### config.mk
export PLATFORM = sky130hd
export DESIGN_NAME = uart_mul_ctrl
export DESIGN_NICKNAME = d
export VERILOG_FILES = /design/src/rtl/uart_mul_pkg.sv /design/src/rtl/uart_mul_timeout.sv /design/src/rtl/uart_mul_ctrl.sv
export SDC_FILE = /design/constraint.sdc
export NUM_CORES = 1
export LEC_CHECK = 0
export ABC_CLOCK_PERIOD_IN_PS = 1720
export CORE_MARGIN = 8
export CORE_UTILIZATION = 45
export CTS_CLUSTER_SIZE = 8
export DETAILED_ROUTE_END_ITERATION = 8
export PLACE_DENSITY = 0.76
export SLEW_MARGIN = 20
export SYNTH_ARGS = -nofsm -noshare
export SYNTH_HDL_FRONTEND = slang
export SYNTH_SLANG_ARGS = --single-unit
### constraint.sdc
create_clock -name clk_i -period 1.72 [get_ports clk_i]
set_input_delay 0.258 -clock clk_i [delete_from_list [all_inputs] [get_ports clk_i]]
set_output_delay 0.258 -clock clk_i [all_outputs]
set_load 0.02 [all_outputs]
### src/rtl/uart_mul_pkg.sv
// Shared types and constants for the UART-fronted multiplier sequencer.
// Optional checksum support is enabled with `define UART_MUL_CTRL_CHECKSUM_EN.
package uart_mul_pkg;

`ifdef UART_MUL_CTRL_CHECKSUM_EN
  typedef enum logic [3:0] {
    StIdle,
    StOpcode,
    StOpA,
    StOpB,
    StCsum,
    StIssue,
    StWait,
    StTxHdr,
    StTxData,
    StTxCsum,
    StTxErr
  } ctrl_state_e;
`else
  typedef enum logic [3:0] {
    StIdle,
    StOpcode,
    StOpA,
    StOpB,
    StIssue,
    StWait,
    StTxHdr,
    StTxData
  } ctrl_state_e;
`endif

  localparam logic [7:0] ReqHeader = 8'hA5;
  localparam logic [7:0] RspHeader = 8'h5A;
  localparam logic [7:0] ErrByte   = 8'hE1;

  // Opcode bit positions
  localparam int unsigned OpcSignedABit  = 0;
  localparam int unsigned OpcSignedBBit  = 1;
  localparam int unsigned OpcGetsHighBit = 2;

  typedef struct packed {
    logic [4:0] unused;
    logic       gets_high;
    logic       signed_b;
    logic       signed_a;
  } opcode_t;

  // Byte idx of a word, MSB first (idx 0 = bits 31:24).
  function automatic logic [7:0] word_byte(input logic [31:0] w, input logic [1:0] idx);
    logic [7:0] b;
    case (idx)
      2'd0:    b = w[31:24];
      2'd1:    b = w[23:16];
      2'd2:    b = w[15:8];
      default: b = w[7:0];
    endcase
    return b;
  endfunction

  function automatic logic [7:0] xor_bytes(input logic [31:0] w);
    return w[31:24] ^ w[23:16] ^ w[15:8] ^ w[7:0];
  endfunction

  // States in which the request byte stream is accepted.
  function automatic logic is_rx_state(input ctrl_state_e s);
`ifdef UART_MUL_CTRL_CHECKSUM_EN
    return (s == StIdle) || (s == StOpcode) || (s == StOpA) || (s == StOpB) || (s == StCsum);
`else
    return (s == StIdle) || (s == StOpcode) || (s == StOpA) || (s == StOpB);
`endif
  endfunction

endpackage

### src/rtl/uart_mul_timeout.sv
// Inter-byte idle counter: counts running cycles since the last clear and flags
// expiry on the TimeoutCycles-th idle cycle. TimeoutCycles = 0 never expires.
module uart_mul_timeout #(
  parameter int unsigned TimeoutCycles = 1_200_000
) (
  input  logic clk_i,
  input  logic rst_ni,
  input  logic clear_i,
  input  logic run_i,
  output logic expired_o
);

  localparam int unsigned CntW = (TimeoutCycles > 0) ? $clog2(TimeoutCycles + 1) : 1;
  localparam logic [CntW-1:0] Limit = CntW'((TimeoutCycles > 0) ? (TimeoutCycles - 1) : 0);

  logic [CntW-1:0] cnt_q, cnt_d;

  assign expired_o = (TimeoutCycles != 0) && run_i && (cnt_q == Limit);

  // Next count: reload on clear or when idle, otherwise count up and hold at expiry
  always_comb begin
    cnt_d = cnt_q;
    if (clear_i || !run_i) begin
      cnt_d = '0;
    end else if (!expired_o) begin
      cnt_d = cnt_q + 1'b1;
    end
  end

  // Counter register
  always_ff @(posedge clk_i or negedge rst_ni) begin
    if (!rst_ni) begin
      cnt_q <= '0;
    end else begin
      cnt_q <= cnt_d;
    end
  end

endmodule

### src/rtl/uart_mul_ctrl.sv
// Framed-command sequencer between a UART byte stream and an iterative multiplier.
// Request: A5, opcode, A (4 bytes MSB first), B (4 bytes MSB first).
// Response: 5A, R (4 bytes MSB first).
// `define UART_MUL_CTRL_CHECKSUM_EN adds a trailing XOR byte to both frames and
// an E1 error response on a request checksum mismatch.
module uart_mul_ctrl
  import uart_mul_pkg::*;
#(
  parameter int unsigned TimeoutCycles = 1_200_000
) (
  input  logic        clk_i,
  input  logic        rst_ni,
  input  logic [7:0]  rx_data_i,
  input  logic        rx_valid_i,
  output logic        rx_ready_o,
  output logic [31:0] mul_opA_o,
  output logic [31:0] mul_opB_o,
  output logic        mul_signed_opA_o,
  output logic        mul_signed_opB_o,
  output logic        mul_gets_high_o,
  output logic        mul_v_o,
  input  logic        mul_ready_i,
  input  logic [31:0] mul_result_i,
  input  logic        mul_v_i,
  output logic        mul_yumi_o,
  output logic [7:0]  tx_data_o,
  output logic        tx_valid_o,
  input  logic        tx_ready_i,
  output logic        busy_o,
  output logic        frame_err_o
);

  ctrl_state_e state_q, state_d;
  logic [1:0]  idx_q, idx_d;
  logic [2:0]  opc_q, opc_d;
  logic [31:0] opa_q, opa_d;
  logic [31:0] opb_q, opb_d;
  logic [31:0] res_q, res_d;
  logic        frame_err_q, frame_err_d;
  logic        rx_ready_q, rx_ready_d;
`ifdef UART_MUL_CTRL_CHECKSUM_EN
  logic [7:0]  csum_q, csum_d;
`endif

  logic rx_fire;
  logic tmo_clear;
  logic tmo_run;
  logic tmo_expired;

  assign rx_fire = rx_valid_i && rx_ready_o;

  assign rx_ready_o       = rx_ready_q;
  assign mul_opA_o        = opa_q;
  assign mul_opB_o        = opb_q;
  assign mul_signed_opA_o = opc_q[OpcSignedABit];
  assign mul_signed_opB_o = opc_q[OpcSignedBBit];
  assign mul_gets_high_o  = opc_q[OpcGetsHighBit];
  assign mul_v_o          = (state_q == StIssue);
  assign busy_o           = (state_q != StIdle);
  assign frame_err_o      = frame_err_q;

  // Timeout restarts on every accepted byte and on every state change.
  assign tmo_clear = rx_fire || (state_d != state_q);
  assign tmo_run   = is_rx_state(state_q) && (state_q != StIdle);

  uart_mul_timeout #(
    .TimeoutCycles(TimeoutCycles)
  ) u_timeout (
    .clk_i    (clk_i),
    .rst_ni   (rst_ni),
    .clear_i  (tmo_clear),
    .run_i    (tmo_run),
    .expired_o(tmo_expired)
  );

  // Frame parsing, multiplier handshake and response sequencing
  always_comb begin
    state_d     = state_q;
    idx_d       = idx_q;
    opc_d       = opc_q;
    opa_d       = opa_q;
    opb_d       = opb_q;
    res_d       = res_q;
    frame_err_d = 1'b0;
    mul_yumi_o  = 1'b0;
    tx_valid_o  = 1'b0;
    tx_data_o   = 8'h00;
`ifdef UART_MUL_CTRL_CHECKSUM_EN
    csum_d      = csum_q;
`endif

    unique case (state_q)
      StIdle: begin
        idx_d = 2'd0;
`ifdef UART_MUL_CTRL_CHECKSUM_EN
        csum_d = 8'h00;
`endif
        if (rx_fire && (rx_data_i == ReqHeader)) begin
          state_d = StOpcode;
        end
      end
      StOpcode: begin
        if (rx_fire) begin
          opc_d   = rx_data_i[2:0];
          state_d = StOpA;
`ifdef UART_MUL_CTRL_CHECKSUM_EN
          csum_d  = csum_q ^ rx_data_i;
`endif
        end else if (tmo_expired) begin
          state_d     = StIdle;
          frame_err_d = 1'b1;
        end
      end
      StOpA: begin
        if (rx_fire) begin
          opa_d = {opa_q[23:0], rx_data_i};
          idx_d = idx_q + 2'd1;
`ifdef UART_MUL_CTRL_CHECKSUM_EN
          csum_d = csum_q ^ rx_data_i;
`endif
          if (idx_q == 2'd3) begin
            state_d = StOpB;
          end
        end else if (tmo_expired) begin
          state_d     = StIdle;
          frame_err_d = 1'b1;
        end
      end
      StOpB: begin
        if (rx_fire) begin
          opb_d = {opb_q[23:0], rx_data_i};
          idx_d = idx_q + 2'd1;
`ifdef UART_MUL_CTRL_CHECKSUM_EN
          csum_d = csum_q ^ rx_data_i;
          if (idx_q == 2'd3) begin
            state_d = StCsum;
          end
`else
          if (idx_q == 2'd3) begin
            state_d = StIssue;
          end
`endif
        end else if (tmo_expired) begin
          state_d     = StIdle;
          frame_err_d = 1'b1;
        end
      end
`ifdef UART_MUL_CTRL_CHECKSUM_EN
      StCsum: begin
        if (rx_fire) begin
          if (rx_data_i == csum_q) begin
            state_d = StIssue;
          end else begin
            state_d     = StTxErr;
            frame_err_d = 1'b1;
          end
        end else if (tmo_expired) begin
          state_d     = StIdle;
          frame_err_d = 1'b1;
        end
      end
`endif
      StIssue: begin
        if (mul_ready_i) begin
          state_d = StWait;
        end
      end
      StWait: begin
        if (mul_v_i) begin
          mul_yumi_o = 1'b1;
          res_d      = mul_result_i;
          state_d    = StTxHdr;
        end
      end
      StTxHdr: begin
        tx_valid_o = 1'b1;
        tx_data_o  = RspHeader;
        if (tx_ready_i) begin
          state_d = StTxData;
        end
      end
      StTxData: begin
        // idx_q wrapped back to 0 after the last operand byte
        tx_valid_o = 1'b1;
        tx_data_o  = word_byte(res_q, idx_q);
        if (tx_ready_i) begin
          idx_d = idx_q + 2'd1;
          if (idx_q == 2'd3) begin
`ifdef UART_MUL_CTRL_CHECKSUM_EN
            state_d = StTxCsum;
`else
            state_d = StIdle;
`endif
          end
        end
      end
`ifdef UART_MUL_CTRL_CHECKSUM_EN
      StTxCsum: begin
        tx_valid_o = 1'b1;
        tx_data_o  = xor_bytes(res_q);
        if (tx_ready_i) begin
          state_d = StIdle;
        end
      end
      StTxErr: begin
        tx_valid_o = 1'b1;
        tx_data_o  = ErrByte;
        if (tx_ready_i) begin
          state_d = StIdle;
        end
      end
`endif
      default: state_d = StIdle;
    endcase

    // Registered so rx_ready_o stays low while reset is asserted
    rx_ready_d = is_rx_state(state_d);
  end

  // State and datapath registers
  always_ff @(posedge clk_i or negedge rst_ni) begin
    if (!rst_ni) begin
      state_q     <= StIdle;
      idx_q       <= 2'd0;
      opc_q       <= 3'd0;
      opa_q       <= 32'd0;
      opb_q       <= 32'd0;
      res_q       <= 32'd0;
      frame_err_q <= 1'b0;
      rx_ready_q  <= 1'b0;
`ifdef UART_MUL_CTRL_CHECKSUM_EN
      csum_q      <= 8'h00;
`endif
    end else begin
      state_q     <= state_d;
      idx_q       <= idx_d;
      opc_q       <= opc_d;
      opa_q       <= opa_d;
      opb_q       <= opb_d;
      res_q       <= res_d;
      frame_err_q <= frame_err_d;
      rx_ready_q  <= rx_ready_d;
`ifdef UART_MUL_CTRL_CHECKSUM_EN
      csum_q      <= csum_d;
`endif
    end
  end

endmodule

# After elaboration in Yosys (flattened, before gate mapping)
# Cells that the tools add are included.
word_totals:
  ff_bits: 128
  in_bits: 46
  out_inout_bits: 81
  word_cells: 82
op_classes:
  add_sub_neg: 2
  n_eq_ne: 19
  muxes: 26
  n_reduce_logical: 26
op_table:
  columns: ["operator", "n"]
  rows:
  - ["4-bit two-way mux", 12]
  - ["21-bit two-way mux", 2]
  - ["4-bit one-hot mux with 8 select lines", 1]
  - ["8-bit one-hot mux with 3 select lines", 1]
  - ["21-bit by 1-bit adder with 21-bit output, second input constant", 1]
  - ["21-bit equality test, second input constant", 1]
  - ["4-bit by 2-bit equality test with 1-bit output, second input constant", 4]
  - ["4-bit by 3-bit equality test with 1-bit output, second input constant", 4]
  - ["8-bit one-hot mux with 2 select lines", 1]
  - ["4-bit by 1-bit equality test with 1-bit output, second input constant", 2]
  - ["8-bit equality test, second input constant", 1]
  - ["4-bit zero test", 2]
  - ["1-bit logical OR", 8]
  - ["2-bit AND reduction", 4]
  - ["1-bit two-way mux", 6]
  - ["2-bit one-hot mux with 3 select lines", 1]
  - ["2-bit equality test, second input constant", 2]
  - ["1-bit logical AND", 4]
  - ["2-bit two-way mux", 2]
  - ["2-bit by 1-bit inequality test with 1-bit output, second input constant", 2]
  - ["4-bit inequality test", 1]
  - ["4-bit nonzero test", 1]
  - ["2-bit OR reduction", 2]
  - ["3-bit AND reduction", 1]
  - ["7 further kinds", 7]

# Logic depth before layout (Yosys ltp)
# Gate-level depths: netlist of the first run.
logic_depth:
  word_depth: 13
  depth_mapped: 7
  mapped_depth_nobuf: 6

# Cells and area by module
# A second synthesis of the first run with hierarchy kept.
unflattened:
  cells_unflattened: 452
  hier_area_um2: 5733.0
modules_own_cells:
  columns: ["module", "instances", "cells_per_inst", "area_each_um2", "seq_area_each_um2"]
  rows:
  - ["uart_mul_ctrl", 1, 336, 4600.7, 2677.6]
  - ["uart_mul_timeout", 1, 116, 1132.3, 525.5]

# Worst setup path before layout of the first run
# Ideal clock, no wire load.
synth_timing:
  kind: "reg-to-output"
  from: "register idx_q[0]"
  to: "output port tx_data_o[1]"
  arrival_time_ns: 1.548
  required_time_ns: 1.462
  setup_slack_ns: -0.086
  path_stages_with_launch: 7
  cell_sequence: "dfrtp_1 -> ha_1 -> clkbuf_1 -> inv_1 -> nand2_1 -> o21ai_0 -> a21oi_1"
synth_via:
  elab_chain_cells: 3
  elab_cells_between_ends: 5
synth_lines:
  columns: ["element", "line_no", "source"]
  rows:
  - ["start: declaration", "uart_mul_ctrl.sv:34", "logic [1:0] idx_q, idx_d;"]
  - ["start signal: assignment", "uart_mul_ctrl.sv:236", "idx_q <= idx_d;"]
  - ["2-bit equality test (tied with other cells)", "uart_mul_pkg.sv:51", "case (idx)"]
  - ["8-bit one-hot mux with 3 select lines (*)", "uart_mul_pkg.sv:51", null]
  - ["8-bit one-hot mux with 2 select lines (*)", "uart_mul_ctrl.sv:92", "unique case (state_q)"]
  - ["end: declaration", "uart_mul_ctrl.sv:26", "output logic [7:0] tx_data_o,"]
# Every way passes the cells marked *; elsewhere a longest branch is shown, timed or not.

# Worst setup path after layout of the first run
layout_timing:
  from: "register idx_q[1]"
  to: "output port tx_data_o[4]"
# Same word-level chain as after synthesis.

==> impl_results.md, run 1 <==
- Status: finished, violations left
- Failing checks: setup timing
- Leading cell types in the layout, fill and taps excluded: dfrtp_1 (123), clkdlybuf4s50_1 (98), buf_4 (56)
- RSZ-0062 raised after global routing: true
- Worst Path Arrival: around 2.0 ns
- Clk root buf: clkbuf_16
- Layout net count: 673
- Post-route setup slack: -0.502 ns
- Post-route ant nets: 0
- Total CTS buffers: 17
- Pin count of the biggest net entering global routing: between 60 and 70
- Dominant cells by area after synthesis: dfrtp_1 (57%), mux2_1 (14%), mux2_2 (5.9%)
- Die Y: 127 µm
- Die ar.: 16,200 µm²
- Routability Congestion: approximately 0.82
- I/O Buffers: between 100 and 150
- Leading cell type in the layout, fill and taps excluded: dfrtp_1
- # clock sinks: around 130
- Type of the most critical hold path: input pin to async pin
- # diodes: 0
- Pwr/cell area: approximately 830 nW/µm²
- Hpwl dp: 10,100 µm
- Tcrit/Tclk final: 1.29
- F_max: 450 MHz
- Total nets after synthesis: 478
- Max VDD drop: 0.557 mV
- Register area share after synthesis: 0.574
- Unique masters post-synth: 53
- Initial core utilization: 0.463
- Htree depth: 4
- Worst path slowest cell: dfrtp_2
- Share of the synthesized area in the top cell type: 0.574
- CP Capture Type: output pin
- Vias post-DR: approximately 4,200
- Initial antenna violation count: 0
- #FFs+latches synth: between 100 and 150
- Number of global-route vias before repair: 4,484
- DRC: 0
- Cell count after synthesis: about 430
- First-pass GRT wire length: 23,200 µm
- Vias/cell: around 5.2
- Place WS: -0.537 ns
- Leakage: between 0.004 and 0.005 µW
- GRT Util Overall: 0.181
- 1st-pass router iterations: 6
- Ports: between 100 and 150
- Fin. max-slew vios: 0
- Drt initial violations: 336
- CP max FO: 5
- Final Util: 0.709
- CP cell instances: inv_4, ha_4, buf_12, a222oi_1, nand2_1, o21ai_2, a21oi_2, buf_6
- CTS tree: yes
- WP data required: 1.46 ns
- Grt ovf: 0
- Final Hold Fails: 0
- YS warnings: 0
- Setup CP Type: register to output pin
- Syn-to-layout area delta: 53.2%
- Yosys top cell by area: dfrtp_1
- Max cap viols: 0
- Skew-Pair Late Insertion Delay: roughly 0.42 ns
- Reg2Reg Depth: 6
- Rows: 40
- Routed WL: roughly 16,000 µm
- Fraction of layout cells with a size suffix above 1: 0.334
- Peak per-stage delay on the critical path: about 0.43 ns
- Synthesized area per cell: approximately 13 µm²
- Clock skew: between 0.01 and 0.015 ns
- Cell area after synthesis: 5580 µm²
- Clock tree buffer depth: 2
- Wire per inst: 19.5 µm
- Core Area: around 12,000 µm²
- Die X: 127 µm
- Crit path time final: between 2 and 2.5 ns
- Final setup fails: 13
- Clock-pin slew on the worst setup and hold paths: around 0.06 ns
- Crit path launch type: register
-- logic make-up after synthesis --
kind of cell,after synthesis,synth area share
DFF,128,0.574
and+or+nand+nor,108,0.109
muxes,100,0.202
AOI/OAI and AO/OA,36,0.0462
buffers and inverters,31,0.0296
xor gates and xnor gates,18,0.0282
adders and majority gates,5,0.0112
other,1,0.000672
-- synthesized netlist by cell type (all sizes together) --
| library cell | instances |
|---|---|
| mux2i | 1 |
| a21o | 1 |
| nor2 | 39 |
| a31oi | 1 |
| inv | 10 |
| conb | 1 |
| nand4 | 7 |
| clkbuf | 4 |
| a22o | 1 |
| nand2 | 17 |
| o2111ai | 1 |
| nand4b | 1 |
| nor4 | 3 |
| buf | 17 |
| and3 | 3 |
| nand2b | 1 |
| or3 | 1 |
| xnor2 | 8 |
| nor3b | 1 |
| ha | 5 |
| or2 | 2 |
| nor3 | 7 |
| and2 | 1 |
| nand3 | 17 |
| nor4b | 1 |
| and4 | 1 |
| nor2b | 1 |
| mux2 | 99 |
| or4 | 1 |
| o31ai | 1 |
| o211ai | 2 |
| a222oi | 8 |
| xor2 | 10 |
| o21ai | 9 |
| dfrtp | 128 |
| and4bb | 2 |
| nor4bb | 2 |
| a311oi | 1 |
| a21oi | 11 |
-- stage by stage --
stage	instances	power, µW	hold WS [ns]	TNS, ns	area, µm²
2_1_floorplan	427	3150	-0.0376	0	5600
3_3_place_gp	751	3410	0.156	-10.89	7380
3_5_place_dp	751	3410	0.160	-13.88	7380
4_1_cts	792	7150	0.260	-3.26	8160
5_1_grt	803	7340	0.318	-5.97	8550
6_report	803	7130	0.280	-3.58	8550
-- where the power goes --
| part | switching [µW] | internal, µW | total, µW |
|---|---|---|---|
| clock network | 1420 | 2340 | 3770 |
| logic | 148 | 170 | 318 |
| registers | 16.2 | 3030 | 3050 |
-- repair_timing --
action	in CTS	in global routing
buffers inserted	8	6
gates resized for setup	90	65
cloned	0	5
hold buffers	1	0
endpoints found under the setup margin	73	81
hold endpoints to repair	18	0
pin swaps	26	14
-- sequential cells by signal (all words and copies together) (netlist names) --
| signal | flops |
|---|---|
| frame_err_o | 1 |
| idx_q | 2 |
| mul_opA_o | 32 |
| mul_opB_o | 32 |
| opc_q | 3 |
| res_q | 32 |
| rx_ready_o | 1 |
| state_q | 4 |
| u_timeout.cnt_q | 21 |
-- routing by layer --
metal  wire length [µm]  GRT usage  share of wire  up-vias
li1                   -          -              -     1918
met1               6420      0.214           0.41     2107
met2               7940      0.301           0.51      169
met3               1170     0.0545          0.074       18
met4                161     0.0749          0.010        0
met5                  0          0              0        -
-- final timing paths --
path	start	to	slack (ns)
max	idx_q[1]$_DFFE_PN0P_	tx_data_o[4]	-0.50
min	rst_ni	mul_opB_o[31]$_DFFE_PN0P_	0.28
max reg2reg	u_timeout.cnt_q[1]$_DFFE_PN0P_	state_q[0]$_DFF_PN0_	-0.08
min reg2reg	mul_opB_o[25]$_DFFE_PN0P_	mul_opB_o[25]$_DFFE_PN0P_	0.49
max in group asynchronous	rst_ni	mul_opA_o[4]$_DFFE_PN0P_	0.81
min in group clk_i	mul_result_i[22]	res_q[22]$_DFFE_PN0P_	0.44
-- critical path, delay by kind of cell (launching register included) --
family	cells	cell delay, ns
compound gates	3	0.48
flops	1	0.43
buf+inv	3	0.33
fa+ha+maj	1	0.18
simple gates	1	0.12
-- layout make-up --
class                      count  area [µm²]
sequential                   128        3210
clock inverter                14         180
tap                          168         210
timing repair buffer         197        1980
clock buffer                  18         439
multi-input combinational    268        2490
fill                         771        3510
inverter                      10        40.0
Power figures use the tool's default switching activity.
==> run 2, diff against run 1 <==
CORE_ASPECT_RATIO = 0.6   (was not set)
==> run 2 against run 1 <==
The flow still finishes with violations (setup timing). Largest cell class unchanged. Maximum frequency is 0.36% lower. Sequential cell count stayed put. Worst setup slack worse by 0.0080 ns. Via count rose by 4.8%. Sequential power about the same. Die area is 0.72% higher.
==> impl_results.md, run 2 (synthesized netlist as in run 1, its figures left out) <==
- Initial core utilization: 0.463 (about the same)
- Routability Congestion: 0.835 (+2.0%)
- Clock skew: 0.00782 ns (-0.00247 ns)
- Leakage: 0.00457 µW (+7.4%)
- Post-route ant nets: 0 (unchanged)
- Number of global-route vias before repair: 4,654 (+3.8%)
- Cell Count, Final, Fillers Out: 817 (+1.7%)
- # fillers: 711 (-7.8%)
- First-pass GRT wire length: 24,700 µm (+6.2%)
- Clk root buf: clkbuf_16
- Post-DP Area: 7440 µm² (+0.76%)
- Final setup fails: 54 (+41)
- Cell area after layout: 8820 µm² (+3.1%)
- CP dominant cell by count: nor2_1
- Vias/cell: 5.40 (+3.0%)
- Worst Path Arrival: 1.97 ns (about the same)
- Worst path slowest cell: dfrtp_2
- WP buf/inv: 2 (-1)
- Sequential Area: 3210 µm² (about the same)
- F_max: 448 MHz (-0.36%)
- Reg2reg setup slack: -0.30 ns (-0.22 ns)
- Setup CP Type: register to output pin
- Die X: 160 µm (+25%)
- GRT Util Overall: 0.191 (+0.0102)
- Crit path time final: 2.23 ns (+0.00797 ns)
- Die ar.: 16,300 µm² (+0.72%)
- Failing checks: setup timing
- Core Area: 12,100 µm² (about the same)
- # diodes: 0 (unchanged)
- Total power: 6960 µW (-2.4%)
- Grt ovf: 0 (unchanged)
- Reg2Reg Depth: 10 (+4)
- Die Y: 102 µm (-20%)
- Pwr/cell area: 789 nW/µm² (-5.4%)
- Rows: 31 (-23%)
- Type of the most critical hold path: input pin to async pin
- Initial antenna violation count: 0 (unchanged)
- # clock sinks: 128 (unchanged)
- Fin. max-slew vios: 0 (unchanged)
- Htree depth: 4 (unchanged)
- WP data required: 1.46 ns (about the same)
- Peak per-stage delay on the critical path: 0.43 ns (about the same)
- Syn-to-layout area delta: 58.0%
- FF-to-FF End: state_q[0]$_DFF_PN0_
- Clock tree buffer depth: 2 (unchanged)
- 1st-pass router iterations: 7 (+1)
- Tcrit/Tclk final: 1.30 (+0.00463)
- CP cell instances: inv_2, ha_4, a222oi_1, nor2_1, a21oi_1, nor2_1, buf_2
- Worst r2r src: idx_q[0]$_DFFE_PN0P_
- Drt initial violations: 314 (-6.5%)
- Skew-Pair Late Insertion Delay: 0.42 ns (about the same)
- Critical path's top delay family: compound AO/OA/AOI/OAI gates
- Hpwl dp: 10,500 µm (+4.2%)
- Leading cell type in the layout, fill and taps excluded: dfrtp_1
- Wire per inst: 21.2 µm (+8.5%)
- Placed Instances: 756 (+0.67%)
- Final Hold Fails: 0 (unchanged)
- I/O Buffers: 126 (unchanged)
- CTS tree: yes
- DRC: 0 (unchanged)
- Total CTS buffers: 17 (unchanged)
- Fraction of layout cells with a size suffix above 1: 0.390 (+0.0557)
- Clock-pin slew on the worst setup and hold paths: 0.06 ns (about the same)
- Ports: 127 (unchanged)
- Max cap viols: 0 (unchanged)
- Max VDD drop: 0.700 mV (+26%)
- Crit path launch type: register
- Total negative slack: -5.09 ns (-1.51 ns)
- Vias post-DR: 4,415 (+4.8%)
- CP Capture Type: output pin
- Post-route setup slack: -0.510 ns (-0.00797 ns)
- Leading cell types in the layout, fill and taps excluded: dfrtp_1 (124), clkdlybuf4s50_1 (86), buf_4 (62)
- Area occupied by multi-input gates: 2590 µm² (+4.0%)
- Final hold slack: 0.238 ns (-0.0412 ns)
- Routed WL: 17,300 µm (+10%)
- Pin count of the biggest net entering global routing: 54 (-19%)
- RSZ-0062 raised after global routing: true
- CP max FO: 8 (+3)
- Layout net count: 690 (+2.5%)
- Status: finished, violations left
==> run 2: cell count changes in the layout (fill, tap and decap cells not counted), moves of 6 or more <==
cell and delta:
mux2_4 +21, mux2_1 -20, clkdlybuf4s50_1 -12, buf_6 +11
dlymetal6s2s_1 +11, buf_4 +6, nor2_2 +6
==> run 2: what timing repair did <==
action                                  4_1_cts  5_1_grt
gates cloned                                  2        4
endpoints found under the setup margin       88      127
hold endpoints to repair                    128        0
pin swaps                                    22       21
hold buffers                                  1        0
resized for setup                            96      115
setup buffers                                10       15
==> run 2: power breakdown <==
| group | total (µW) | switching [µW] | internal (µW) |
|---|---|---|---|
| Sequential | 3050 | 16.3 | 3030 |
| Combinational | 326 | 150 | 176 |
| Clock | 3580 | 1430 | 2150 |
| Total | 6960 | 1600 | 5360 |
==> run 2: stage by stage <==
step | setup WS (ns) | util
floorplan | 0.00277 | -
global placement | -0.431 | 0.616
detailed placement | -0.528 | 0.616
CTS | -0.443 | 0.685
global route | -0.601 | 0.731
finish | -0.510 | 0.731
==> run 2: cell type report <==
type                            count  area share
Sequential cell                   128       0.364
Multi-Input combinational cell    268       0.294
Timing Repair Buffer              214       0.248
Clock buffer                       18      0.0487
Tap cell                          165      0.0234
Clock inverter                     14      0.0177
Inverter                           10     0.00426
==> run 2: worst max-delay path by stage <==
| stage | from | slack, ns | depth (start not counted) | endpoint |
|---|---|---|---|---|
| finish | idx_q[1]$_DFFE_PN0P_ | -0.51 | 7 | tx_data_o[7] |
| global route | idx_q[1]$_DFFE_PN0P_ | -0.60 | 7 | tx_data_o[5] |
| CTS | idx_q[1]$_DFFE_PN0P_ | -0.44 | 7 | tx_data_o[1] |
| detailed placement | idx_q[1]$_DFFE_PN0P_ | -0.53 | 7 | tx_data_o[4] |
| global placement | idx_q[0]$_DFFE_PN0P_ | -0.43 | 7 | tx_data_o[1] |
| floorplan | idx_q[0]$_DFFE_PN0P_ | 0.003 | 6 | tx_data_o[1] |
==> run 2: layer usage <==
layer,vias to the layer above,GRT usage,wire length (µm),share of wire
met5,-,0,0,0
met4,0,0.0586,301,0.017
met3,26,0.0607,1020,0.059
met2,172,0.318,8520,0.49
met1,2262,0.237,7460,0.43
li1,1955,-,-,-
